`src/rtl/bram_burst_reader_if.sv`:
```
// BRAM port-B and TX FIFO write-side signals of the burst reader.
// The reader is the master of both paths.
interface bram_burst_reader_if #(
  parameter int unsigned data_bits    = 512,
  parameter int unsigned address_bits = 10
) ();
  logic [address_bits-1:0] address_b;
  logic                    enb;
  logic                    web;
  logic [data_bits-1:0]    datain_b;
  logic [data_bits-1:0]    doutb;
  logic [data_bits-1:0]    fifo_tx_data;
  logic                    fifo_tx_valid;
  logic                    fifo_tx_ready;
  logic                    fifo_tx_last;

  modport master (
    output address_b, enb, web, datain_b, fifo_tx_data, fifo_tx_valid, fifo_tx_last,
    input  doutb, fifo_tx_ready
  );

  modport slave (
    input  address_b, enb, web, datain_b, fifo_tx_data, fifo_tx_valid, fifo_tx_last,
    output doutb, fifo_tx_ready
  );
endinterface

```
`src/rtl/bram_burst_reader.sv`:
```
// Streams a programmable-length burst from BRAM port B into the TX FIFO path,
// with credit-based read issue into a small FWFT buffer and last/done marking.
module bram_burst_reader #(
  parameter int unsigned data_bits    = 512,
  parameter int unsigned address_bits = 10,
  parameter int unsigned mem_depth    = 1024,
  parameter int unsigned rd_latency   = 1,
  parameter int unsigned len_bits     = 11,
  parameter int unsigned buf_depth    = 4
) (
  input  logic                    clk,
  input  logic                    resetn,
  input  logic                    start_rd_en,
  input  logic [address_bits-1:0] address_input,
  input  logic [len_bits-1:0]     burst_len,
  output logic                    busy,
  output logic                    done,
  bram_burst_reader_if.master     bus
);

  localparam int unsigned ptr_w = $clog2(buf_depth);
  localparam int unsigned cnt_w = ptr_w + 1;

  typedef enum logic [1:0] {StIdle, StIssue, StDrain, StDone} state_e;

  state_e                  state_q, state_d;
  logic [address_bits-1:0] addr_q, addr_d;
  logic [len_bits-1:0]     rem_q, rem_d;
  logic                    issue;
  logic                    credit_ok;

  logic [rd_latency-1:0]   pipe_vld_q, pipe_last_q;
  logic [cnt_w:0]          inflight;

  logic [data_bits-1:0]    buf_data_q [buf_depth];
  logic [buf_depth-1:0]    buf_last_q;
  logic [ptr_w-1:0]        wr_ptr_q, rd_ptr_q;
  logic [cnt_w-1:0]        count_q;
  logic                    push, pop, head_last;

  // Credit covers words still in the BRAM pipeline plus words already buffered.
  always_comb begin
    inflight = '0;
    for (int i = 0; i < rd_latency; i++) begin
      inflight = inflight + {{cnt_w{1'b0}}, pipe_vld_q[i]};
    end
  end

  assign credit_ok = ({1'b0, count_q} + inflight) < (cnt_w + 1)'(buf_depth);
  assign push      = pipe_vld_q[rd_latency-1];
  assign pop       = (count_q != '0) && bus.fifo_tx_ready;
  assign head_last = buf_last_q[rd_ptr_q];

  always_comb begin
    state_d = state_q;
    addr_d  = addr_q;
    rem_d   = rem_q;
    issue   = 1'b0;
    unique case (state_q)
      StIdle: begin
        if (start_rd_en) begin
          if (burst_len != '0) begin
            state_d = StIssue;
            addr_d  = address_input;
            rem_d   = burst_len;
          end else begin
            state_d = StDone;
          end
        end
      end
      StIssue: begin
        if (rem_q != '0 && credit_ok) begin
          issue  = 1'b1;
          addr_d = (addr_q == address_bits'(mem_depth - 1)) ? '0 : addr_q + 1'b1;
          rem_d  = rem_q - len_bits'(1);
          if (rem_q == len_bits'(1)) state_d = StDrain;
        end
      end
      StDrain: begin
        if (pop && head_last) state_d = StDone;
      end
      StDone: state_d = StIdle;
      default: state_d = StIdle;
    endcase
  end

  always_ff @(posedge clk or negedge resetn) begin
    if (!resetn) begin
      state_q <= StIdle;
      addr_q  <= '0;
      rem_q   <= '0;
    end else begin
      state_q <= state_d;
      addr_q  <= addr_d;
      rem_q   <= rem_d;
    end
  end

  // Read tag pipeline aligned with the BRAM latency; the final stage marks capture.
  always_ff @(posedge clk or negedge resetn) begin
    if (!resetn) begin
      pipe_vld_q  <= '0;
      pipe_last_q <= '0;
    end else begin
      pipe_vld_q[0]  <= issue;
      pipe_last_q[0] <= issue && (rem_q == len_bits'(1));
      for (int i = 1; i < rd_latency; i++) begin
        pipe_vld_q[i]  <= pipe_vld_q[i-1];
        pipe_last_q[i] <= pipe_last_q[i-1];
      end
    end
  end

  always_ff @(posedge clk or negedge resetn) begin
    if (!resetn) begin
      for (int i = 0; i < buf_depth; i++) buf_data_q[i] <= '0;
      buf_last_q <= '0;
      wr_ptr_q   <= '0;
      rd_ptr_q   <= '0;
      count_q    <= '0;
    end else begin
      if (push) begin
        buf_data_q[wr_ptr_q] <= bus.doutb;
        buf_last_q[wr_ptr_q] <= pipe_last_q[rd_latency-1];
        wr_ptr_q             <= wr_ptr_q + 1'b1;
      end
      if (pop) rd_ptr_q <= rd_ptr_q + 1'b1;
      count_q <= count_q + cnt_w'(push) - cnt_w'(pop);
    end
  end

  assign bus.address_b     = addr_q;
  assign bus.enb           = issue;
  assign bus.web           = 1'b0;
  assign bus.datain_b      = '0;
  assign bus.fifo_tx_valid = (count_q != '0);
  assign bus.fifo_tx_data  = buf_data_q[rd_ptr_q];
  assign bus.fifo_tx_last  = (count_q != '0) && head_last;
  assign busy              = (state_q == StIssue) || (state_q == StDrain);
  assign done              = (state_q == StDone);

endmodule
```
`src/flat_wrapper.sv`:
```
// flat-port wrapper written by rule: the top's interface ports become plain ports
module bram_burst_reader_flat 
#(
  parameter int unsigned data_bits    = 512,
  parameter int unsigned address_bits = 10,
  parameter int unsigned mem_depth    = 1024,
  parameter int unsigned rd_latency   = 1,
  parameter int unsigned len_bits     = 11,
  parameter int unsigned buf_depth    = 4
)
  (clk, resetn, start_rd_en, address_input, burst_len, busy, done, bus_address_b, bus_enb, bus_web, bus_datain_b, bus_fifo_tx_data, bus_fifo_tx_valid, bus_fifo_tx_last, bus_doutb, bus_fifo_tx_ready);
  bram_burst_reader_if #(.data_bits(data_bits), .address_bits(address_bits)) bus_i ();
  input  logic clk;
  input  logic resetn;
  input  logic start_rd_en;
  input  logic [address_bits-1:0] address_input;
  input  logic [len_bits-1:0] burst_len;
  output logic busy;
  output logic done;
  output wire logic [$bits(bus_i.address_b)-1:0] bus_address_b;
  output wire logic [$bits(bus_i.enb)-1:0] bus_enb;
  output wire logic [$bits(bus_i.web)-1:0] bus_web;
  output wire logic [$bits(bus_i.datain_b)-1:0] bus_datain_b;
  output wire logic [$bits(bus_i.fifo_tx_data)-1:0] bus_fifo_tx_data;
  output wire logic [$bits(bus_i.fifo_tx_valid)-1:0] bus_fifo_tx_valid;
  output wire logic [$bits(bus_i.fifo_tx_last)-1:0] bus_fifo_tx_last;
  input wire logic [$bits(bus_i.doutb)-1:0] bus_doutb;
  input wire logic [$bits(bus_i.fifo_tx_ready)-1:0] bus_fifo_tx_ready;
  assign bus_address_b = bus_i.address_b;
  assign bus_enb = bus_i.enb;
  assign bus_web = bus_i.web;
  assign bus_datain_b = bus_i.datain_b;
  assign bus_fifo_tx_data = bus_i.fifo_tx_data;
  assign bus_fifo_tx_valid = bus_i.fifo_tx_valid;
  assign bus_fifo_tx_last = bus_i.fifo_tx_last;
  assign bus_i.doutb = bus_doutb;
  assign bus_i.fifo_tx_ready = bus_fifo_tx_ready;
  bram_burst_reader #(.data_bits(data_bits), .address_bits(address_bits), .mem_depth(mem_depth), .rd_latency(rd_latency), .len_bits(len_bits), .buf_depth(buf_depth)) u_core (.clk(clk), .resetn(resetn), .start_rd_en(start_rd_en), .address_input(address_input), .burst_len(burst_len), .busy(busy), .done(done), .bus(bus_i));
endmodule
```
`config.mk`:
```
export PLATFORM = sky130hd
export DESIGN_NAME = bram_burst_reader_flat
export DESIGN_NICKNAME = d
export VERILOG_FILES = /design/src/rtl/bram_burst_reader_if.sv /design/src/rtl/bram_burst_reader.sv /design/src/flat_wrapper.sv
export SDC_FILE = /design/constraint.sdc
export NUM_CORES = 2
export LEC_CHECK = 0
export CAP_MARGIN = 20
export CELL_PAD_IN_SITES_DETAIL_PLACEMENT = 0
export CELL_PAD_IN_SITES_GLOBAL_PLACEMENT = 1
export CORE_AREA = 10 10 598 600
export DETAILED_ROUTE_END_ITERATION = 16
export DIE_AREA = 0 0 608 610
export PLACE_DENSITY_LB_ADDON = 0.3
export RECOVER_POWER = 100
export REMOVE_ABC_BUFFERS = 1
export SETUP_SLACK_MARGIN = 0.5
export SLEW_MARGIN = 15
export SYNTH_ARGS = -nofsm -noshare
export SYNTH_HDL_FRONTEND = slang
export SYNTH_SLANG_ARGS = --single-unit
export TNS_END_PERCENT = 1
```
`constraint.sdc`:
```
create_clock -name clk -period 2.5 [get_ports clk]
set_clock_uncertainty 0.2 [all_clocks]
set_input_delay 0.5 -clock clk [delete_from_list [all_inputs] [get_ports clk]]
set_output_delay 0.5 -clock clk [all_outputs]
set_load 0.05 [all_outputs]
```
==> summary.md <==
| Metric | Value |
|---|---|
| Status | complete, but fails checks |
| Failing checks | max-capacitance violations, max-slew violations, negative setup slack |
| Library cells used by synthesis | 58 |
| Initial core utilization | 27.03% |
| Per-cell routed wire length | around 24 um |
| CP Class | flop to output port |
| Starting DRC count in detailed routing | between 2000 and 2500 |
| Crit end category | output port |
| TritonCTS clock tree | done |
| PortBufs | 1063 |
| Share of cells above drive strength 1 | 52.63% |
| CTS sink cnt | 2084 |
| Sequential area share after synthesis | 55.85% |
| Worst EP arrival | 2.77 ns |
| Crit-path max FO | 14 |
| Worst path required time | 1.80 ns |
| Min cycle time layout | between 3 and 4 ns |
| Final Hold Fails | 0 |
| Worst Setup SP | u_core.rd_ptr_q[0] |
| Fmax | just under 0.3 GHz |
| DRT antenna net count | 0 |
| Initial antenna violation count | 93 |
| Worst hold path startpoint | bus_doutb[317] |
| Drt drc | 0 |
| Post-DP HPWL | 208700 um |
| Top Ports | around 1600 |
| CP max stage delay | ~0.55 ns |
| #FFs+latches synth | 2084 |
| 1st-pass router iterations | 4 |
| Layout net count | 7698 |
| First-pass GRT wire length | 423900 um |
| Final GP Congestion | 0.7985 |
| Synth Area per Inst | 16.37 um2 |
| Non-Filler Cell Area, Final | approximately 120000 um2 |
| Vias per Instance | 4.511 |
| Gate Count Post-Synth | 5703 |
| Worst Max-Slew Pin Slew | 2.114 ns |
| Post-place setup slack | -0.5285 ns |
| Clk_lat worst skew | 0.92 ns |
| Total track usage | 14.94% |
| Post-route worst setup slack | -0.9653 ns |
| Slew HR | -40.91% |
| Clock Pin Slew Worst Setup and Hold Paths | 0.06 ns |
| R2r startpoint | u_core.pipe_vld_q |
| Die width | 608 um |
| Htree depth | 4 |
| Most frequent CP cell | buf_12 |
| Rows | between 200 and 250 |
| Die Ht | approximately 610 um |
| Max-cap viol count | 1 |
| CP cell instances | buf_12, buf_12, buf_12, mux4_2, buf_4 |
| Via count of the first global-routing pass | approximately 60000 |
| Worst path slowest cell | mux4_2 |
| Layout Utilization | a little over a third |
| Cell family with most CP delay | buffers and inverters |
| RSZ-0062 raised after global routing | true |
| Grt ovf | 0 |
| Layout area overhead | 30.04% |
| Largest net degree at the start of global routing | just over 80 |
| Full die area | 370900 um2 |
| Synthesized cell area | approximately 93000 um2 |
| CP bufs+invs | 4 |
| Fin crit share | 138.6% |
| Core box area | 345400 um2 |
| Placed Area | around 110000 um2 |
| Yosys warning total | 0 |
| Startpoint types | flop |
| Final setup fails | 3220 |
| Post-synth ARST share | 100.0% |
| Post-synth EDFFs | 0 |
| Fillers | 33105 |
| Hold WC Path Type | input pin to flop |
| DR vias | 53893 |
| Final WL | about 290000 um |
| Num CTS Buffers | 242 |
| Prevailing post-synth register cell | dfrtp_1 |
| Fin. max-slew vios | 31 |
| Root buffer cell | clkbuf_16 |
| Clock Path Buffers | 4 |
==> Yosys cell counts (10+ instances only) <==
cell	n	area, um2
buf_4	513	3851
mux2_2	2054	23130
nor2_1	19	71.32
mux4_2	513	11550
ha_1	15	187.7
nand2_1	22	82.58
dfrtp_1	2084	52150
o21ai_0	11	55.05
inv_1	18	67.56
nor3_1	10	50.05
clkbuf_1	286	1074
buf_2	50	250.2
==> final timing paths <==
check	end	slack, ns	cells past startpoint
worst max-delay path	bus_fifo_tx_data[433]	-0.97	5
worst min-delay path	u_core.buf_data_q[1853]	0.09	2
worst max register to register	u_core.buf_data_q[1981]	-0.44	5
worst min register to register	u_core.buf_data_q[590]	0.30	1
max in group asynchronous	u_core.buf_data_q[1630]	-0.41	4
min in group asynchronous	u_core.buf_data_q[531]	1.52	3
==> sequential cells by signal, indices dropped and copies added (netlist names) <==
name / cells
u_core.bus.address_b: 10
u_core.buf_last_q: 4
u_core.buf_data_q: 2048
u_core.pipe_vld_q: 1
u_core.state_q: 2
u_core.wr_ptr_q: 2
u_core.pipe_last_q: 1
u_core.rem_q: 11
u_core.rd_ptr_q: 2
u_core.count_q: 3
==> logic make-up after synthesis <==
logic type / after synthesis / share of synthesized area, %
buffers and inverters: 877 / 5.682
adders and majority gates: 16 / 0.2224
other: 1 / 0.004016
muxes: 2572 / 37.20
xor gates and xnor gates: 4 / 0.03753
AOI/OAI and AO/OA: 60 / 0.5106
DFF: 2084 / 55.85
and+or+nand+nor: 89 / 0.4931
==> cell type report <==
cell class	count	area (um2)	share of cell area, %
flip-flops and latches	2084	52160	42.96
clock buffers	373	7352	6.055
well taps	4578	5728	4.717
repair buffers	1545	16620	13.69
inverters	18	67.56	0.05565
clock inverters	68	958.4	0.7893
multi-input cells	3254	38470	31.68
diodes	28	70.07	0.05771
==> layer usage <==
layer  track usage [%]  share of wire [%]
met5                 0              0.079
met3             3.519                5.1
met2             26.85                 52
met4             3.927                3.0
met1             17.92                 40
==> what timing repair did <==
action                                  4_1_cts  5_1_grt
hold buffers                                133        0
endpoints found under the hold margin      1474        0
pin swaps                                     0        9
setup buffers                                 6        7
cloned                                        0        1
endpoints found under the setup margin     2363     2440
gates resized for setup                     384      259
==> cells in the final DEF, fill, tap and decap left out, types with 8 or more instances in the layout <==
cell / n
buf_12: 141
buf_16: 14
buf_4: 354
buf_6: 316
buf_8: 20
bufinv_16: 17
clkbuf_1: 59
clkbuf_16: 246
clkbuf_2: 11
clkbuf_4: 12
clkbuf_8: 75
clkdlybuf4s50_1: 535
clkinv_2: 29
conb_1: 513
dfrtp_1: 2081
diode_2: 28
dlygate4sd3_1: 132
ha_1: 11
inv_1: 12
mux2_2: 1900
mux2_4: 154
mux4_2: 513
nand2_1: 22
nor2_1: 19
nor3_1: 10
o21ai_0: 11
o31ai_1: 8
==> through the flow <==
stage,hold slack [ns],TNS (ns),instances
2_1_floorplan,0.004409,-,5356
3_3_place_gp,0.2297,-16.72,11332
3_5_place_dp,0.2333,-16.68,11332
4_1_cts,0.00002498,-515.89,11912
5_1_grt,0.02732,-1405.70,11938
6_report,0.09449,-874.45,11948
Power is left out: the tool's default activity adds up to more than one toggle a clock period on the data nets, which glitch-free logic cannot reach.
